## src/rtl/sprite_pkg.sv

```systemverilog
// Shared widths and piece encodings for the sprite compositor.
// Latency: none (types and constants only). Backpressure: none.
package sprite_pkg;
    localparam int COORD_W = 10;
    localparam int EXT_W   = 14;
    localparam int RGB_W   = 12;

    typedef enum logic [1:0] {
        PIECE_WHOLE = 2'b00,
        PIECE_LEFT  = 2'b01,
        PIECE_RIGHT = 2'b10
    } piece_e;
endpackage

```

## src/rtl/sprite_hit_calc.sv

```systemverilog
// Per-channel hit test and texel address for one sprite piece.
// Latency: combinational. Backpressure: none.
module sprite_hit_calc
    import sprite_pkg::*;
#(
    parameter int ADDR_W = 18
) (
    input  logic               en,
    input  logic [1:0]         piece,
    input  logic [COORD_W-1:0] col,
    input  logic [COORD_W-1:0] row,
    input  logic [COORD_W-1:0] x,
    input  logic [COORD_W-1:0] y,
    input  logic [COORD_W-1:0] w,
    input  logic [COORD_W-1:0] h,
    input  logic [1:0]         scale,
    input  logic [ADDR_W-1:0]  base,
    output logic               hit,
    output logic [ADDR_W-1:0]  addr
);
    localparam int PROD_W = 2 * EXT_W;

    logic [COORD_W-1:0] half;
    logic [COORD_W-1:0] pw;
    logic [COORD_W-1:0] sx_off;
    logic [EXT_W:0]     dx_full;
    logic [EXT_W:0]     dy_full;
    logic [EXT_W-1:0]   dx;
    logic [EXT_W-1:0]   dy;
    logic [EXT_W-1:0]   ext_x;
    logic [EXT_W-1:0]   ext_y;
    logic [EXT_W-1:0]   dxs;
    logic [EXT_W-1:0]   dys;
    logic [PROD_W-1:0]  prod;

    always_comb begin
        half = w >> 1;
        pw     = w;
        sx_off = '0;
        if (piece == PIECE_LEFT) begin
            pw = half;
        end else if (piece == PIECE_RIGHT) begin
            // odd widths give the spare column to the right half
            pw     = w - half;
            sx_off = half;
        end

        dx_full = {1'b0, EXT_W'(col)} - {1'b0, EXT_W'(x)};
        dy_full = {1'b0, EXT_W'(row)} - {1'b0, EXT_W'(y)};
        dx      = dx_full[EXT_W-1:0];
        dy      = dy_full[EXT_W-1:0];
        ext_x   = EXT_W'(pw) << scale;
        ext_y   = EXT_W'(h) << scale;

        hit = en && (w != '0) && (h != '0) && !dx_full[EXT_W] && !dy_full[EXT_W]
              && (dx < ext_x) && (dy < ext_y);

        dxs  = dx >> scale;
        dys  = dy >> scale;
        prod = PROD_W'(dys) * PROD_W'(w);
        addr = base + ADDR_W'(prod) + ADDR_W'(dxs) + ADDR_W'(sx_off);
    end
endmodule

```

## src/rtl/sprite_compositor.sv

```systemverilog
// N-channel sprite overlay: priority hit, one ROM fetch per pixel, colour-key over background.
// Latency: fixed 2+ROM_LAT clocks, one pixel per clock. Backpressure: none (streaming, never stalls).
module sprite_compositor
    import sprite_pkg::*;
#(
    parameter int               N_CH       = 4,
    parameter int               ADDR_W     = 18,
    parameter int               ROM_LAT    = 1,
    parameter logic [RGB_W-1:0] TRANSP_KEY = 12'h000
) (
    input  logic                      clk,
    input  logic                      rst,
    input  logic                      frame_start,
    input  logic                      pix_valid,
    input  logic [COORD_W-1:0]        col,
    input  logic [COORD_W-1:0]        row,
    input  logic [RGB_W-1:0]          bg_data,
    input  logic [N_CH-1:0]           ch_en,
    input  logic [2*N_CH-1:0]         ch_piece,
    input  logic [COORD_W*N_CH-1:0]   ch_x,
    input  logic [COORD_W*N_CH-1:0]   ch_y,
    input  logic [COORD_W*N_CH-1:0]   ch_w,
    input  logic [COORD_W*N_CH-1:0]   ch_h,
    input  logic [2*N_CH-1:0]         ch_scale,
    input  logic [ADDR_W*N_CH-1:0]    ch_base,
    output logic [ADDR_W-1:0]         rom_addr,
    input  logic [RGB_W-1:0]          rom_data,
    output logic                      out_valid,
    output logic [RGB_W-1:0]          vga_data
);
    logic [N_CH-1:0]         en_q, en_d;
    logic [2*N_CH-1:0]       piece_q, piece_d;
    logic [COORD_W*N_CH-1:0] x_q, x_d, y_q, y_d, w_q, w_d, h_q, h_d;
    logic [2*N_CH-1:0]       scale_q, scale_d;
    logic [ADDR_W*N_CH-1:0]  base_q, base_d;

    logic [ADDR_W-1:0]              rom_addr_q, rom_addr_d;
    logic [ROM_LAT:0]               dl_vld_q, dl_vld_d;
    logic [ROM_LAT:0]               dl_hit_q, dl_hit_d;
    logic [ROM_LAT:0][RGB_W-1:0]    dl_bg_q, dl_bg_d;
    logic                           out_valid_q, out_valid_d;
    logic [RGB_W-1:0]               vga_q, vga_d;

    logic [N_CH-1:0]              ch_hit;
    logic [N_CH-1:0][ADDR_W-1:0]  ch_addr;
    logic                         win_hit;
    logic [ADDR_W-1:0]            win_addr;

    for (genvar i = 0; i < N_CH; i++) begin : g_ch
        sprite_hit_calc #(.ADDR_W(ADDR_W)) u_hit (
            .en    (en_q[i]),
            .piece (piece_q[2*i +: 2]),
            .col   (col),
            .row   (row),
            .x     (x_q[COORD_W*i +: COORD_W]),
            .y     (y_q[COORD_W*i +: COORD_W]),
            .w     (w_q[COORD_W*i +: COORD_W]),
            .h     (h_q[COORD_W*i +: COORD_W]),
            .scale (scale_q[2*i +: 2]),
            .base  (base_q[ADDR_W*i +: ADDR_W]),
            .hit   (ch_hit[i]),
            .addr  (ch_addr[i])
        );
    end

    always_comb begin
        en_d    = en_q;
        piece_d = piece_q;
        x_d     = x_q;
        y_d     = y_q;
        w_d     = w_q;
        h_d     = h_q;
        scale_d = scale_q;
        base_d  = base_q;
        if (frame_start) begin
            en_d    = ch_en;
            piece_d = ch_piece;
            x_d     = ch_x;
            y_d     = ch_y;
            w_d     = ch_w;
            h_d     = ch_h;
            scale_d = ch_scale;
            base_d  = ch_base;
        end

        // scanning high to low leaves the lowest-index hit as winner
        win_hit  = 1'b0;
        win_addr = '0;
        for (int i = N_CH - 1; i >= 0; i--) begin
            if (ch_hit[i]) begin
                win_hit  = 1'b1;
                win_addr = ch_addr[i];
            end
        end

        rom_addr_d = (pix_valid && win_hit) ? win_addr : rom_addr_q;
        dl_vld_d   = {dl_vld_q[ROM_LAT-1:0], pix_valid};
        dl_hit_d   = {dl_hit_q[ROM_LAT-1:0], pix_valid && win_hit};
        dl_bg_d    = {dl_bg_q[ROM_LAT-1:0], bg_data};

        out_valid_d = dl_vld_q[ROM_LAT];
        vga_d       = '0;
        if (dl_vld_q[ROM_LAT]) begin
            vga_d = (dl_hit_q[ROM_LAT] && (rom_data != TRANSP_KEY)) ? rom_data : dl_bg_q[ROM_LAT];
        end
    end

    always_ff @(posedge clk) begin
        if (rst) begin
            en_q        <= '0;
            piece_q     <= '0;
            x_q         <= '0;
            y_q         <= '0;
            w_q         <= '0;
            h_q         <= '0;
            scale_q     <= '0;
            base_q      <= '0;
            rom_addr_q  <= '0;
            dl_vld_q    <= '0;
            dl_hit_q    <= '0;
            dl_bg_q     <= '0;
            out_valid_q <= 1'b0;
            vga_q       <= '0;
        end else begin
            en_q        <= en_d;
            piece_q     <= piece_d;
            x_q         <= x_d;
            y_q         <= y_d;
            w_q         <= w_d;
            h_q         <= h_d;
            scale_q     <= scale_d;
            base_q      <= base_d;
            rom_addr_q  <= rom_addr_d;
            dl_vld_q    <= dl_vld_d;
            dl_hit_q    <= dl_hit_d;
            dl_bg_q     <= dl_bg_d;
            out_valid_q <= out_valid_d;
            vga_q       <= vga_d;
        end
    end

    assign rom_addr  = rom_addr_q;
    assign out_valid = out_valid_q;
    assign vga_data  = vga_q;
endmodule

```

## config.mk

```make
export PLATFORM = sky130hd
export DESIGN_NAME = sprite_compositor
export DESIGN_NICKNAME = d
export VERILOG_FILES = /design/src/rtl/sprite_pkg.sv /design/src/rtl/sprite_hit_calc.sv /design/src/rtl/sprite_compositor.sv
export SDC_FILE = /design/constraint.sdc
export NUM_CORES = 2
export LEC_CHECK = 0
export CELL_PAD_IN_SITES_DETAIL_PLACEMENT = 0
export CELL_PAD_IN_SITES_GLOBAL_PLACEMENT = 1
export CORE_MARGIN = 1
export CORE_UTILIZATION = 35
export CTS_CLUSTER_SIZE = 10
export DETAILED_ROUTE_END_ITERATION = 7
export PLACE_DENSITY_LB_ADDON = 0.1
export SLEW_MARGIN = 20
export SYNTH_ARGS = -nofsm -noshare
export SYNTH_HDL_FRONTEND = slang
export SYNTH_SLANG_ARGS = --single-unit
```

## constraint.sdc

```tcl
create_clock -name clk -period 8.85 [get_ports clk]
set_input_delay 1.3275 -clock clk [delete_from_list [all_inputs] [get_ports clk]]
set_output_delay 1.3275 -clock clk [all_outputs]
set_load 0.02 [all_outputs]
```

==> metrics.md <==
| Metric | Value |
|---|---|
| Worst endpoint required time | ~9.4 ns |
| Drt pass-1 iters | 6 |
| Number of synthesized register bits | ~310 |
| Adder-Cell Fraction of Synth Area | 0.3495 |
| Status | finished, final reports clean |
| Root buffer cell | clkbuf_16 |
| Total gr overflow | 0 |
| Synth cell count leaders | 830 x inv_1, 539 x nor2_1, 496 x fa_1, 459 x nand2_1, 376 x ha_1 |
| Max-Cap Viols | 0 |
| Final Cycle Share | 0.9733 |
| Core ar. | 118400 µm² |
| Clock buffer count from CTS | 41 |
| Leak pwr | ~24 nW |
| Fmax | 116.1 MHz |
| Synthesis Warnings | 0 |
| Synth top area share | 0.2371 |
| Hold path depth | 2 |
| Post-synth EDFFs | 0 |
| Io pins | roughly 330 |
| VDD IR max | between 0.2 and 0.25 mV |
| Row Count | between 100 and 150 |
| Clock sink count | between 300 and 400 |
| RD Place Congestion | roughly 0.88 |
| Via density | approximately 4.9 |
| Place WS | -0.8336 ns |
| CP Capture Type | register |
| Synthesized instance count | between 4000 and 5000 |
| Final hold vios | 0 |
| HP Class | reg2reg |
| Post-synthesis mux area share | 0.1004 |
| Layout cells sized above 1 | 0.1314 |
| Slew Limit Fails | 0 |
| Layout Nets | ~6800 |
| Worst rel slew slack | 0.3209 |
| Main combinational cell family by area after synthesis | adder cells |
| Synth Cell Area | 41870 µm² |
| H-tree depth | 2 |
| Critical Path Max Stage Delay | 0.53 ns |
| Main flop type after synthesis | dfxtp_1 |
| Vias | 35400 |
| Initial antenna violation count | 2 |
| Clock buffer depth | 3 |
| Fillers | 11880 |
| DRC | 0 |
| Worst r2r path cells | 31 |
| Hold buffer count at CTS | 0 |
| Ys async rst share | 0 |
| Setup Viol. Count Final | 0 |
| Synth top area cells | fa_1 24%, dfxtp_1 15%, ha_1 11% |
| Number of port buffers | 330 |
| Cell taking the most area after synthesis | fa_1 |
| Count leader, synth | inv_1 |
| Startpoint types | primary input |
| Via count of the first global-routing pass | approximately 36000 |
| Post-Route Utilization | 0.4402 |
| Flop2flop setup slack | around 1.1 ns |
| Avg Cell Area, Syn | 8.407 µm² |
| Worst EP arrival | between 9 and 10 ns |
| Cell area after layout | 52120 µm² |
| DIE WIDTH | around 350 µm |
| CP max stage cell | fa_1 |
| WL final | ~140000 µm |
| Diode count | 0 |
| Die area | ~120000 µm² |
| HPWL Detailed | ~120000 µm |
| Crit Path Max Fanout | 4 |
| Post-DP Area | around 50000 µm² |
| Total power per unit cell area | around 240 nW/µm² |
| Worst setup path class | in2reg |
| First-pass GRT wire length | around 220000 µm |
| Compound-gate portion of the synthesized area | 0.1071 |
| Gr usage total | 0.2314 |
| Die Span Y | 347.9 µm |
| Period minus WS final | between 8 and 9 ns |
| Initial core utilization | 0.3537 |
| Wirelength per Cell | ~19 µm |
| Post-synthesis simple-gate area fraction | 0.1654 |
| Worst-Margin Slew | between 1 and 1.5 ns |
| CTS tree | yes |
| Sequential element share of the synthesized area | 0.1487 |
| RSZ-0062 raised after global routing | yes |
| Drt initial violations | roughly 2100 |
| Post-Synth XOR/XNOR Area | 0.03391 |
| Synthesized Nets | approximately 6200 |
| Largest net degree at the start of global routing | ~130 |
| Final WS setup | between 0.2 and 0.25 ns |
| Routed Antenna Nets | 0 |
| Layout area overhead | 24.47% |
| Clk_skew | around 0.02 ns |
| Worst-Skew Late Latency | between 0.6 and 0.7 ns |
| CTS clk-pin slew, worst paths | 0.05 ns |
| Post-synth cell types | a little over 90 |
[cells by family (layout without fill, tap and decap cells)]
| kind of cell | after synthesis | after routing |
|---|---|---|
| compound gates | 686 | 686 |
| xor+xnor | 155 | 155 |
| fa+ha+maj | 872 | 872 |
| buf+inv | 1052 | 1750 |
| flops | 311 | 311 |
| mux | 382 | 382 |
| simple gates | 1523 | 1523 |
[cell type report]
type,count,area (µm²),area share
clock buffers,53,1121,0.02151
clock inverters,11,163.9,0.003145
inverters,832,3123,0.05992
multi-input cells,3618,31970,0.6133
flip-flops and latches,311,6236,0.1196
well taps,1600,2002,0.03841
repair buffers,854,7507,0.1440
[timing repair]
action	CTS	global route
setup endpoints to repair	3	10
pin swaps	1	36
gates resized for setup	14	80
setup buffers	0	9
[cell usage in the layout, fill, tap and decap left out, types with 32 or more instances in the layout]
| master | synthesis | routed |
|---|---|---|
| inv_1 | 830 | 828 |
| nor2_1 | 539 | 537 |
| buf_4 | 2 | 504 |
| fa_1 | 496 | 491 |
| nand2_1 | 459 | 459 |
| ha_1 | 376 | 373 |
| mux2i_1 | 331 | 330 |
| clkdlybuf4s50_1 | 0 | 324 |
| dfxtp_1 | 311 | 303 |
| a21oi_1 | 210 | 199 |
| and2_1 | 172 | 171 |
| o21ai_0 | 145 | 125 |
| xnor2_1 | 107 | 104 |
| nor2b_1 | 80 | 78 |
| nand3_1 | 74 | 74 |
| nor3_1 | 60 | 59 |
| nand2b_1 | 43 | 43 |
| xor2_1 | 43 | 42 |
| clkbuf_16 | 0 | 41 |
| a211oi_1 | 34 | 32 |
[critical path, delay by kind of cell]
| kind | cells | cell delay (ns) |
|---|---|---|
| AND/OR/NAND/NOR | 2 | 0.10 |
| multiplexers | 1 | 0.50 |
| adder cells (fa/ha/maj) | 8 | 3.30 |
| AO/OA/AOI/OAI | 13 | 2.35 |
| buffers and inverters | 9 | 1.04 |
| XOR/XNOR | 2 | 0.50 |
[where the power goes]
part	total, mW	leakage (nW)	switching (mW)	internal, mW
Clock	1.66	0.630	0.706	0.951
Combinational	9.30	20.8	4.85	4.45
Sequential	1.61	2.57	0.124	1.48
Total	12.6	24.0	5.68	6.88
[routing by layer]
metal | track usage | up-vias | share of wire
li1 | - | 17460 | -
met1 | 0.3263 | 17160 | 0.48
met2 | 0.3825 | 674 | 0.46
met3 | 0.02586 | 96 | 0.043
met4 | 0.04279 | 0 | 0.017
met5 | 0 | - | 0
[stage by stage]
stage	instances	setup TNS, ns	total power [mW]	hold slack, ns
after global placement	7206	-4.712	10.81	0.4161
final	7279	0	12.56	0.4293
after global routing	7279	-0.1127	13.78	0.4459
after floorplan	4981	0	6.714	0.4138
after detailed placement	7206	-5.285	10.78	0.4237
after CTS	7270	0	12.59	0.4207
[final timing paths]
| kind | start | endpoint |
|---|---|---|
| setup / recovery | col[0] | rom_addr[17] |
| hold / removal | dl_bg_q[15] | vga_data[3] |
| setup reg to reg | x_q[20] | rom_addr[15] |
| hold reg to reg | dl_bg_q[15] | vga_data[3] |
[flip-flops by register name (all words and copies together), names as in the netlist]
name       count
y_q           40
w_q           40
out_valid      1
dl_vld_q       2
en_q           4
scale_q        8
dl_hit_q       2
h_q           40
piece_q        8
dl_bg_d       12
x_q           40
dl_bg_q       12
base_q        72
vga_data      12
rom_addr      18
Power figures use the tool's default switching activity.
